`src/rtl/regfile_writeback_arbiter_pkg.sv`:
```
// Shared constants for the register-file writeback path.
package regfile_writeback_arbiter_pkg;

  localparam int unsigned REG_ADDR_W = 5;
  localparam int unsigned DATA_W     = 32;
  localparam int unsigned NUM_REGS   = 32;

  localparam logic [REG_ADDR_W-1:0] REG_ZERO = '0;

  typedef logic [REG_ADDR_W-1:0] reg_addr_t;
  typedef logic [DATA_W-1:0]     reg_data_t;

endpackage

```
`src/rtl/regfile_writeback_arbiter_if.sv`:
```
// Writeback bus: requester handshakes, issue/hazard ports and register-file write port.
interface regfile_writeback_arbiter_if
  import regfile_writeback_arbiter_pkg::*;
#(
  parameter int unsigned N_REQ = 3
) ();

  logic [N_REQ-1:0]            req_valid;
  logic [N_REQ-1:0]            req_ready;
  logic [REG_ADDR_W*N_REQ-1:0] req_rd;
  logic [DATA_W*N_REQ-1:0]     req_data;

  logic                        issue_valid;
  reg_addr_t                   issue_rd;
  logic                        issue_ready;

  reg_addr_t                   query_rs;
  reg_addr_t                   query_rt;
  logic                        rs_busy;
  logic                        rt_busy;

  reg_addr_t                   rf_rd;
  reg_data_t                   rf_write_data;
  logic                        rf_write_enable;

  // Driven by requesters, decode and the register file side.
  modport master (
    output req_valid, req_rd, req_data, issue_valid, issue_rd, query_rs, query_rt,
    input  req_ready, issue_ready, rs_busy, rt_busy, rf_rd, rf_write_data, rf_write_enable
  );

  // The arbiter itself.
  modport slave (
    input  req_valid, req_rd, req_data, issue_valid, issue_rd, query_rs, query_rt,
    output req_ready, issue_ready, rs_busy, rt_busy, rf_rd, rf_write_data, rf_write_enable
  );

endinterface

```
`src/rtl/regfile_writeback_arbiter_rr_arbiter.sv`:
```
// Round-robin arbiter: first asserted request at or after ptr_i (wrapping) wins.
module regfile_writeback_arbiter_rr_arbiter #(
  parameter int unsigned N    = 3,
  localparam int unsigned PtrW = (N > 1) ? $clog2(N) : 1
) (
  input  logic [N-1:0]    req_i,
  input  logic [PtrW-1:0] ptr_i,
  output logic [N-1:0]    grant_o,
  output logic [PtrW-1:0] grant_idx_o,
  output logic            any_o
);

  // Scan from the pointer, wrapping once; the first hit is the only grant.
  always_comb begin
    logic [PtrW-1:0] idx;
    int unsigned     pos;
    grant_o     = '0;
    grant_idx_o = '0;
    any_o       = 1'b0;
    idx         = '0;
    pos         = 0;
    for (int unsigned i = 0; i < N; i++) begin
      pos = 32'(ptr_i) + i;
      if (pos >= N) begin
        pos = pos - N;
      end
      idx = PtrW'(pos);
      if (!any_o && req_i[idx]) begin
        grant_o[idx] = 1'b1;
        grant_idx_o  = idx;
        any_o        = 1'b1;
      end
    end
  end

endmodule

```
`src/rtl/regfile_writeback_arbiter.sv`:
```
// Shares the register-file write port between N_REQ writeback sources and tracks
// pending writes per register so decode can stall on RAW hazards.
module regfile_writeback_arbiter
  import regfile_writeback_arbiter_pkg::*;
#(
  parameter int unsigned N_REQ = 3,
  parameter int unsigned CNT_W = 2
) (
  input logic                         clock,
  input logic                         reset,
  regfile_writeback_arbiter_if.slave  bus
);

  localparam int unsigned         PtrW   = (N_REQ > 1) ? $clog2(N_REQ) : 1;
  localparam logic [CNT_W-1:0]    CntMax = {CNT_W{1'b1}};

  logic [PtrW-1:0]  rr_ptr_q, rr_ptr_d;
  logic [N_REQ-1:0] arb_req;
  logic [N_REQ-1:0] grant;
  logic [PtrW-1:0]  grant_idx;
  logic             grant_any;
  reg_addr_t        grant_rd;
  reg_data_t        grant_data;
  logic             grant_wr;

  logic             issue_ready;
  logic             issue_fire;

  logic [CNT_W-1:0] cnt_q [NUM_REGS];
  logic [CNT_W-1:0] cnt_d [NUM_REGS];

  reg_addr_t        rf_rd_q, rf_rd_d;
  reg_data_t        rf_data_q, rf_data_d;
  logic             rf_we_q, rf_we_d;

  // Requests are masked during reset so no handshake can complete.
  always_comb begin
    arb_req = reset ? '0 : bus.req_valid;
  end

  regfile_writeback_arbiter_rr_arbiter #(
    .N (N_REQ)
  ) u_rr_arbiter (
    .req_i       (arb_req),
    .ptr_i       (rr_ptr_q),
    .grant_o     (grant),
    .grant_idx_o (grant_idx),
    .any_o       (grant_any)
  );

  // Select the granted requester's destination and data (grant is one-hot).
  always_comb begin
    grant_rd   = '0;
    grant_data = '0;
    for (int unsigned i = 0; i < N_REQ; i++) begin
      if (grant[i]) begin
        grant_rd   = bus.req_rd[i*REG_ADDR_W +: REG_ADDR_W];
        grant_data = bus.req_data[i*DATA_W +: DATA_W];
      end
    end
    grant_wr = grant_any && (grant_rd != REG_ZERO);
  end

  // A saturated counter still accepts an issue if a grant frees a slot this cycle.
  always_comb begin
    issue_ready = (cnt_q[bus.issue_rd] != CntMax) || (grant_any && (grant_rd == bus.issue_rd));
    issue_fire  = bus.issue_valid && issue_ready && (bus.issue_rd != REG_ZERO);
  end

  // Pending-write counters: increment on issue, decrement on grant, net zero if both.
  always_comb begin
    logic inc;
    logic dec;
    inc = 1'b0;
    dec = 1'b0;
    for (int unsigned r = 0; r < NUM_REGS; r++) begin
      cnt_d[r] = cnt_q[r];
      inc      = issue_fire && (bus.issue_rd == REG_ADDR_W'(r));
      dec      = grant_wr && (grant_rd == REG_ADDR_W'(r));
      if (r == 0) begin
        cnt_d[r] = '0;
      end else if (inc && !dec) begin
        cnt_d[r] = cnt_q[r] + CNT_W'(1);
      end else if (dec && !inc && (cnt_q[r] != '0)) begin
        // Underflow is a requester protocol error; hold at zero.
        cnt_d[r] = cnt_q[r] - CNT_W'(1);
      end
    end
  end

  // Advance the round-robin pointer past the winner; registered write-port stage.
  always_comb begin
    rr_ptr_d  = rr_ptr_q;
    rf_rd_d   = rf_rd_q;
    rf_data_d = rf_data_q;
    rf_we_d   = 1'b0;
    if (grant_any) begin
      rr_ptr_d  = (grant_idx == PtrW'(N_REQ - 1)) ? '0 : grant_idx + PtrW'(1);
      rf_rd_d   = grant_rd;
      rf_data_d = grant_data;
      rf_we_d   = grant_wr;
    end
  end

  // State registers with synchronous reset.
  always_ff @(posedge clock) begin
    if (reset) begin
      rr_ptr_q  <= '0;
      rf_rd_q   <= '0;
      rf_data_q <= '0;
      rf_we_q   <= 1'b0;
      for (int unsigned r = 0; r < NUM_REGS; r++) begin
        cnt_q[r] <= '0;
      end
    end else begin
      rr_ptr_q  <= rr_ptr_d;
      rf_rd_q   <= rf_rd_d;
      rf_data_q <= rf_data_d;
      rf_we_q   <= rf_we_d;
      for (int unsigned r = 0; r < NUM_REGS; r++) begin
        cnt_q[r] <= cnt_d[r];
      end
    end
  end

  // Outputs; hazard flags come straight from the current counters.
  always_comb begin
    bus.req_ready       = grant;
    bus.issue_ready     = issue_ready;
    bus.rs_busy         = (cnt_q[bus.query_rs] != '0);
    bus.rt_busy         = (cnt_q[bus.query_rt] != '0);
    bus.rf_rd           = rf_rd_q;
    bus.rf_write_data   = rf_data_q;
    bus.rf_write_enable = rf_we_q;
  end

endmodule
```
`src/flat_wrapper.sv`:
```
// flat-port wrapper written by rule: the top's interface ports become plain ports
module regfile_writeback_arbiter_flat import regfile_writeback_arbiter_pkg::*;
#(
  parameter int unsigned N_REQ = 3,
  parameter int unsigned CNT_W = 2
)
  (clock, reset, bus_req_valid, bus_req_rd, bus_req_data, bus_issue_valid, bus_issue_rd, bus_query_rs, bus_query_rt, bus_req_ready, bus_issue_ready, bus_rs_busy, bus_rt_busy, bus_rf_rd, bus_rf_write_data, bus_rf_write_enable);
  regfile_writeback_arbiter_if #(.N_REQ(N_REQ)) bus_i ();
  input logic clock;
  input logic reset;
  input wire logic [$bits(bus_i.req_valid)-1:0] bus_req_valid;
  input wire logic [$bits(bus_i.req_rd)-1:0] bus_req_rd;
  input wire logic [$bits(bus_i.req_data)-1:0] bus_req_data;
  input wire logic [$bits(bus_i.issue_valid)-1:0] bus_issue_valid;
  input wire logic [$bits(bus_i.issue_rd)-1:0] bus_issue_rd;
  input wire logic [$bits(bus_i.query_rs)-1:0] bus_query_rs;
  input wire logic [$bits(bus_i.query_rt)-1:0] bus_query_rt;
  output wire logic [$bits(bus_i.req_ready)-1:0] bus_req_ready;
  output wire logic [$bits(bus_i.issue_ready)-1:0] bus_issue_ready;
  output wire logic [$bits(bus_i.rs_busy)-1:0] bus_rs_busy;
  output wire logic [$bits(bus_i.rt_busy)-1:0] bus_rt_busy;
  output wire logic [$bits(bus_i.rf_rd)-1:0] bus_rf_rd;
  output wire logic [$bits(bus_i.rf_write_data)-1:0] bus_rf_write_data;
  output wire logic [$bits(bus_i.rf_write_enable)-1:0] bus_rf_write_enable;
  assign bus_i.req_valid = bus_req_valid;
  assign bus_i.req_rd = bus_req_rd;
  assign bus_i.req_data = bus_req_data;
  assign bus_i.issue_valid = bus_issue_valid;
  assign bus_i.issue_rd = bus_issue_rd;
  assign bus_i.query_rs = bus_query_rs;
  assign bus_i.query_rt = bus_query_rt;
  assign bus_req_ready = bus_i.req_ready;
  assign bus_issue_ready = bus_i.issue_ready;
  assign bus_rs_busy = bus_i.rs_busy;
  assign bus_rt_busy = bus_i.rt_busy;
  assign bus_rf_rd = bus_i.rf_rd;
  assign bus_rf_write_data = bus_i.rf_write_data;
  assign bus_rf_write_enable = bus_i.rf_write_enable;
  regfile_writeback_arbiter #(.N_REQ(N_REQ), .CNT_W(CNT_W)) u_core (.clock(clock), .reset(reset), .bus(bus_i));
endmodule
```
`config.mk`:
```
export PLATFORM = sky130hd
export DESIGN_NAME = regfile_writeback_arbiter_flat
export DESIGN_NICKNAME = d
export VERILOG_FILES = /design/src/rtl/regfile_writeback_arbiter_pkg.sv /design/src/rtl/regfile_writeback_arbiter_if.sv /design/src/rtl/regfile_writeback_arbiter_rr_arbiter.sv /design/src/rtl/regfile_writeback_arbiter.sv /design/src/flat_wrapper.sv
export SDC_FILE = /design/constraint.sdc
export NUM_CORES = 1
export LEC_CHECK = 0
export CORE_UTILIZATION = 45
export CTS_BUF_LIST = sky130_fd_sc_hd__clkbuf_4
export CTS_CLUSTER_SIZE = 25
export DETAILED_ROUTE_END_ITERATION = 8
export DONT_BUFFER_PORTS = 1
export PLACE_DENSITY = 0.69
export SKIP_CTS_REPAIR_TIMING = 1
export SYNTH_ARGS = -nofsm -noshare
export SYNTH_HDL_FRONTEND = slang
export SYNTH_SLANG_ARGS = --single-unit
```
`constraint.sdc`:
```
create_clock -name clock -period 5.2 [get_ports clock]
set_input_delay 1.04 -clock clock [delete_from_list [all_inputs] [get_ports clock]]
set_output_delay 1.04 -clock clock [all_outputs]
set_load 0.02 [all_outputs]
```
# Word level (Yosys, flattened, before mapping)
# Memory sizes are Yosys's and may differ from the RTL's.
# Index checks and enable logic that the tools add are counted.
# Widths: inputs -> output; s select.
[op_classes] magnitude_cmp=9 mux=129 eq_ne=65 bitwise_logic=35 add_sub_neg=68 reduce_logical=265
[ops] cell="$mux 2" count=101
[ops] cell="$logic_and 1x1->1" count=164
[ops] cell="$eq 5x5->1 const B" count=32
[ops] cell="$mux 32" count=3
[ops] cell="$eq 5x4->1 const B" count=16
[ops] cell="$reduce_bool 2->1" count=33
[ops] cell="$add 2x1->2 const B" count=32
[ops] cell="$logic_not 1->1" count=64
[ops] cell="$sub 2x1->2 const B" count=31
[ops] cell="$eq 5x3->1 const B" count=8
[ops] cell="$or 1x1->1" count=32
[ops] cell="$eq 5x2->1 const B" count=4
[ops] cell="$mux 5" count=3
[ops] cell="$mux 1" count=12
[ops] cell="$mux 3" count=4
[ops] cell="$eq 5x1->1 const B" count=2
[ops] cell="$reduce_bool 5->1" count=2
[ops] cell="$lt 2x3->1 const B" count=3
[ops] cell="$bmux 1 s2" count=3
[ops] cell="$demux 1 s2" count=3
[ops] cell="$ge 2x1->1 const B" count=3
[ops] cell="$ge 3x2->1 const B" count=2
[ops] cell="$or 3x3->3" count=2
[ops] cell="$sub 2x2->2 const B" count=3
[ops] cell="9 further kinds" count=9
[totals] n_memories=1 wordCells=576 out_inout_bits=44 regBits=40 ram_bits=64
[memory_table] memory="u_core.cnt_q" words=32 word_bits=2 read_ports=34 rd_ports_with_merged_regs=0 wr=32 line="regfile_writeback_arbiter.sv:29" text="logic [CNT_W-1:0] cnt_q [NUM_REGS];"

# Logic depth before layout (Yosys ltp)
# Gate-level depths: netlist of run 1.
[logic_depth] depth_word=26 depth_mapped=15

# By module
# From an unflattened synthesis of run 1, not the netlist that was laid out.
[unflattened] cells_unflattened=1003 area_unflattened_um2=7833.8
[modules_own_cells] mod="regfile_writeback_arbiter" n_inst=1 cells_per_inst=952 area_each_um2=7468.4
[modules_own_cells] mod="regfile_writeback_arbiter_rr_arbiter" n_inst=1 cells_per_inst=51 area_each_um2=365.4

# Worst setup path after synthesis of run 1
# Ideal clock, no wire load.
[synth_timing] kind="input to output" start="input bus_req_valid[2]" end="output bus_issue_ready" arrival_ps=3688 t_required_ps=4160 path_slack_ps=472 cell_stages=8 cell_sequence="mux2_2 -> a21oi_4 -> o211ai_4 -> a222oi_1 -> a221o_1 -> xnor2_1 -> nand3_1 -> o21ai_0"
[synth_via] elab_chain_len=16
[synth_rtl] element="start, declared" line="flat_wrapper.sv:11" text="input wire logic [$bits(bus_i.req_valid)-1:0] bus_req_valid;"
[synth_rtl] element="$mux 3 (*)" line="regfile_writeback_arbiter.sv:38" text="arb_req = reset ? '0 : bus.req_valid;"
[synth_rtl] element="$bmux 1 s2" line="regfile_writeback_arbiter_rr_arbiter.sv:28" text="if (!any_o && req_i[idx]) begin"
[synth_rtl] element="$mux 1 (implied by the code)" line="regfile_writeback_arbiter_rr_arbiter.sv:28"
[synth_rtl] element="$mux 1" line="regfile_writeback_arbiter_rr_arbiter.sv:28"
[synth_rtl] element="$logic_not 1->1" line="regfile_writeback_arbiter_rr_arbiter.sv:28"
[synth_rtl] element="$logic_and 1x1->1" line="regfile_writeback_arbiter_rr_arbiter.sv:28"
[synth_rtl] element="$mux 1" line="regfile_writeback_arbiter_rr_arbiter.sv:28"
[synth_rtl] element="$logic_not 1->1" line="regfile_writeback_arbiter_rr_arbiter.sv:28"
[synth_rtl] element="$logic_and 1x1->1" line="regfile_writeback_arbiter_rr_arbiter.sv:28"
[synth_rtl] element="$mux 3" line="regfile_writeback_arbiter_rr_arbiter.sv:28"
[synth_rtl] element="$mux 5 (3 in series)" line="regfile_writeback_arbiter.sv:56" text="if (grant[i]) begin"
[synth_rtl] element="$eq 5x5->1" line="regfile_writeback_arbiter.sv:66" text="issue_ready = (cnt_q[bus.issue_rd] != CntMax) || (grant_any && (grant_rd == bus.issue_rd));"
[synth_rtl] element="$logic_and 1x1->1 (*)" line="regfile_writeback_arbiter.sv:66"
[synth_rtl] element="$logic_or 1x1->1 (*)" line="regfile_writeback_arbiter.sv:66"
[synth_rtl] element="end, declared" line="flat_wrapper.sv:19" text="output wire logic [$bits(bus_i.issue_ready)-1:0] bus_issue_ready;"
# Every way passes the cells marked *; elsewhere a longest branch is shown, timed or not. The select of a mux whose other input is x is not followed.

# Worst setup path in the final report of run 1
[layout_timing] start="register u_core.rr_ptr_q[0]" end="output bus_issue_ready"
[layout_via] elab_chain_len=17
[layout_rtl] element="start, declared" line="regfile_writeback_arbiter.sv:17" text="logic [PtrW-1:0] rr_ptr_q, rr_ptr_d;"
[layout_rtl] element="start signal, assigned" line="regfile_writeback_arbiter.sv:116" text="rr_ptr_q <= rr_ptr_d;"
[layout_rtl] element="$add 2x1->3 (tied with other cells)" line="regfile_writeback_arbiter_rr_arbiter.sv:23" text="pos = 32'(ptr_i) + i;"
[layout_rtl] element="$ge 3x2->1 (tied with other cells)" line="regfile_writeback_arbiter_rr_arbiter.sv:24" text="if (pos >= N) begin"
[layout_rtl] element="$mux 2 (tied with other cells)" line="regfile_writeback_arbiter_rr_arbiter.sv:24"
[layout_rtl] element="$lt 2x3->1 (implied by the code) (tied with other cells)" line="regfile_writeback_arbiter_rr_arbiter.sv:29" text="grant_o[idx] = 1'b1;"
[layout_rtl] element="$logic_and 1x1->1 (implied by the code) (tied with other cells)" line="regfile_writeback_arbiter_rr_arbiter.sv:29"
[layout_rtl] element="$mux 1 (implied by the code) (tied with other cells)" line="regfile_writeback_arbiter_rr_arbiter.sv:29"
[layout_rtl] element="$demux 1 s2 (tied with other cells)" line="regfile_writeback_arbiter_rr_arbiter.sv:29"
[layout_rtl] element="$or 3x3->3 (no line) or $mux 1 (tied branches)"
[layout_rtl] element="$mux 3 or $logic_not 1->1 (tied branches)" line="regfile_writeback_arbiter_rr_arbiter.sv:28"
[layout_rtl] element="$or 3x3->3 (no line) or $logic_and 1x1->1 (tied branches)"
[layout_rtl] element="$mux 3" line="regfile_writeback_arbiter_rr_arbiter.sv:28"
[layout_rtl] element="$mux 5 (3 in series)" line="regfile_writeback_arbiter.sv:56"
[layout_rtl] element="$eq 5x5->1" line="regfile_writeback_arbiter.sv:66"
[layout_rtl] element="$logic_and 1x1->1 (*)" line="regfile_writeback_arbiter.sv:66"
[layout_rtl] element="$logic_or 1x1->1 (*)" line="regfile_writeback_arbiter.sv:66"
# Marks and branches as above.

==> results.txt, run 1 <==
- Of the cells placed in the final design, the portion with a size suffix greater than 1 is 0.1077.
- Number of endpoints failing setup at the final stage: 0
- After routing, the total negative slack on setup checks comes to 0 ns.
- The number of nets in the synthesized netlist is 1099.
- Worst-case hold path end point: u_core.rr_ptr_q[0]
- Final setup margin: 0.2923 ns
- In the synthesized netlist, the number of instances is 963.
* Count of flip-flops with a built-in enable after synthesis: 0
- Max Cap Viol: 0
- Area share of and/or/nand/nor cells after synthesis: 0.2389
- Upper clock frequency limit: 0.2038 GHz
- Of the total synthesized cell area, the portion taken by full adders, half adders and majority gates is 0.006750.
- Quantity of I/O buffers inserted on ports: 0
* Area growth from synthesis to final layout: 4.438%
* Relative max-transition margin: 0.3709
- Fraction of power consumed by combinational cells: 0.391
- Type of the worst setup path: reg -> out
* Leak pwr: 2.408 nW
- By area, the combinational part of the netlist is dominated by compound AO/OA/AOI/OAI gates.
* DIE WIDTH: 130.4 um
- Of the synthesized area, sequential elements account for 0.2754.
- After detailed routing, the average wire length per cell comes to 20.27 um.
* Starting density of the core: 0.4634
- The detail route stage leaves a number of antenna-violating nets equal to 0.
* 1st-pass router iterations: 7
- Timing analysis after detailed placement gives a worst setup slack of 0.6059 ns.
* Share of async-settable or async-resettable flops after synthesis: 0
- Yosys synthesis warning count: 0
- Number of antenna violations at the first check in global routing: 2
- Counting cells, the worst reg-to-reg path comes to 14.
- R2R Setup Slk: 0.79 ns
- Reg-to-reg critical path startpoint: u_core.rr_ptr_q[0]
- 176 I/O pins were placed.
- GRT Residual Overflow: 0
* Clk sinks: 102
* Critical Path RT: 4.16 ns
- The largest total area in the synthesized netlist belongs to dfxtp_1.
- Worst-path fanout max: 10
* Top cell type's share of synthesized area: 0.2754
- For the worst setup path, the data arrival time is 3.87 ns.
- Detailed placement ended at an HPWL of 17410 um.
- Top_reg_cell synth: dfxtp_1
- Worst hold path stage count: 2
- Complex-gate fraction of the synthesized area: 0.3542
- Worst min-delay path startpoint: u_core.rr_ptr_q[0]
- The hold violation count in the final report came to 0.
- Via Count: 7624
- Number of max-slew violations in the final report: 0
* Worst-Skew Late Latency: 0.50 ns
- CTS tree: yes
* Via count of the first global-routing pass: 6750
- Global-route wire length before repair: 35720 um
- Top cells by instance count after synthesis: nand2_1, a21oi_1, dfxtp_1
- Setup skew after layout: 0.02123 ns
- The worst setup path is launched from a flop.
* Outcome: finished with violations
- Sw Pwr: 1.062 mW
- Of the total power, the share spent switching nets is 0.4465.
* Post-Syn Area per Cell: 7.699 um^2
- Post-synth cell types: 86
- Entering global routing, the biggest net connects 106 pins.
* Buffer type at the clock tree root: clkbuf_4
- The clock tree synthesis step divided the H-tree into 3 levels.
* Overall track demand over capacity in global routing: 0.2762
- Post-route clock period utilization: 0.9438
- Cell with the most instances after synthesis: nand2_1
* Synth Register Bits: 102
- The net count of the finished layout is 1069.
- Sequential cell fraction of total power: 0.436
- Number of DRC violations after detailed-routing iteration 0: 709
* Rows: 46
- The die covers 16990 um^2.
- Setup repair after global routing left no endpoint under its margin.
- The clock passes through at most 2 buffers.
* Mux share of post-synthesis cell area: 0.04860
- Clock-pin transition on the worst setup and hold timing paths: 0.18 ns
- Core box area: 16000 um^2
- The endpoint identified for the worst register-to-register timing path is u_core.cnt_q[7][0].
- Final critical-path required period: 4.908 ns
- Power share of the clock group: 0.172
* Wirelength, routed: 23430 um
* Largest voltage drop on the vdd net: 0.2169 mV
- Vertical die dimension: 130.4 um
- Avg Vias per Cell: 6.595
* Number of buffers created by CTS: 9
* HP Class: reg -> reg
* Worst Tran Pin Value: 0.9364 ns
- The synthesized netlist occupies a cell area of 7415 um^2.
* Violated checks: design-rule violations
- The internal power of the cells totals 1.316 mW.
* DRC: 2
- The worst setup path is captured at an output port.
- In this run the power density over the cells is 307.1 nW/um^2.
- Fill cells in the final layout number 1637.
- Of the total synthesized cell area, the portion taken by XOR and XNOR cells is 0.03527.
* RePlAce Congestion: 0.9763
* Cell types occupying the most area after synthesis: dfxtp_1, a21oi_1, o21ai_0, nand2_1, a221o_1
==> per-stage QoR <==
step | util | instance area (um^2) | power (mW) | hold WS [ns] | std cells
global placement | 0.4736 | 7579 | 1.953 | 0.4746 | 1138
finish | 0.4840 | 7744 | 2.378 | 0.5026 | 1156
CTS | 0.4819 | 7710 | 2.375 | 0.5041 | 1154
detailed placement | 0.4736 | 7579 | 1.960 | 0.4819 | 1138
global route | 0.4840 | 7744 | 2.520 | 0.5342 | 1156
floorplan | - | 7415 | 1.725 | 0.4547 | 963
==> critical path: stages (launching register included) <==
cell and delay (ns):
dfxtp_1 0.41, inv_1 0.08, ha_2 0.46, mux2_4 0.36, a221o_1 0.33, o22ai_2 0.24
a222oi_1 0.11, buf_4 0.19, a221o_1 0.33, xnor2_1 0.21, nand3_1 0.18, o21ai_1 0.27
buf_4 0.19
==> logic make-up after synthesis <==
| logic type | Yosys count |
|---|---|
| adder cells (fa/ha/maj) | 4 |
| buffers and inverters | 72 |
| multiplexers | 21 |
| flip-flops | 102 |
| AO/OA/AOI/OAI | 378 |
| XOR/XNOR | 29 |
| AND/OR/NAND/NOR | 357 |
==> flip-flops by register name, summed over array words and instances, names as in the netlist <==
register and flops:
u_core.bus.rf_rd 5, u_core.bus.rf_write_data 32, u_core.bus.rf_write_enable 1, u_core.cnt_q 62
u_core.rr_ptr_q 2
==> worst max-delay path by stage <==
stage	from	end	slack (ns)
2_1_floorplan	bus_req_valid[2]	bus_issue_ready	0.47
3_3_place_gp	u_core.rr_ptr_q[0]	bus_issue_ready	0.68
3_5_place_dp	bus_req_valid[0]	bus_issue_ready	0.61
4_1_cts	u_core.rr_ptr_q[0]	bus_issue_ready	0.03
5_1_grt	u_core.rr_ptr_q[0]	bus_issue_ready	0.07
6_report	u_core.rr_ptr_q[0]	bus_issue_ready	0.29
==> power groups by stage <==
stage / Clock (mW) / Combinational [mW] / Sequential (mW)
floorplan: 0 / 0.702 / 1.02
global placement: 0 / 0.894 / 1.06
detailed placement: 0 / 0.900 / 1.06
CTS: 0.427 / 0.905 / 1.04
global route: 0.459 / 1.01 / 1.05
finish: 0.410 / 0.930 / 1.04
==> layout make-up <==
cell class | instances | area (um^2) | area share
diodes | 2 | 5.005 | 0.0006463
clock buffers | 9 | 67.56 | 0.008725
clock inverters | 7 | 63.81 | 0.008240
inverters | 13 | 48.80 | 0.006302
multi-input cells | 789 | 5111 | 0.6600
flip-flops and latches | 102 | 2042 | 0.2637
well taps | 216 | 270.3 | 0.03490
repair buffers | 18 | 135.1 | 0.01745
==> cell usage in the layout (no fill, tap or decap), drive strengths merged, types with 5 or more instances in the layout <==
cell,n
a21oi,123
nand2,120
dfxtp,102
o21ai,99
nor2,61
nor3,48
a221o,34
nand3,33
a211oi,31
xnor2,22
buf,18
a221oi,18
inv,17
and3,12
nor3b,11
mux4,11
nand2b,10
and2,9
or3b,9
clkbuf,9
o211ai,8
xor2,7
nor4,7
or3,7
a21o,6
nor2b,6
mux2i,6
a21boi,6
o211a,5
or2,5
==> layer usage <==
metal,GRT usage,vias to the layer above,routed length (um)
li1,-,3615,-
met1,0.3347,3542,9429
met2,0.4715,403,11090
met3,0.04961,64,1950
met4,0.1346,0,954
met5,0,-,0
No activity file was read; power rests on OpenSTA's default activity.
==> run 2: changes to the inputs <==
HOLD_SLACK_MARGIN = 0.08   (was not set)
==> results of run 2 <==
The final DEF is identical to that of run 1; final timing and power are the same.
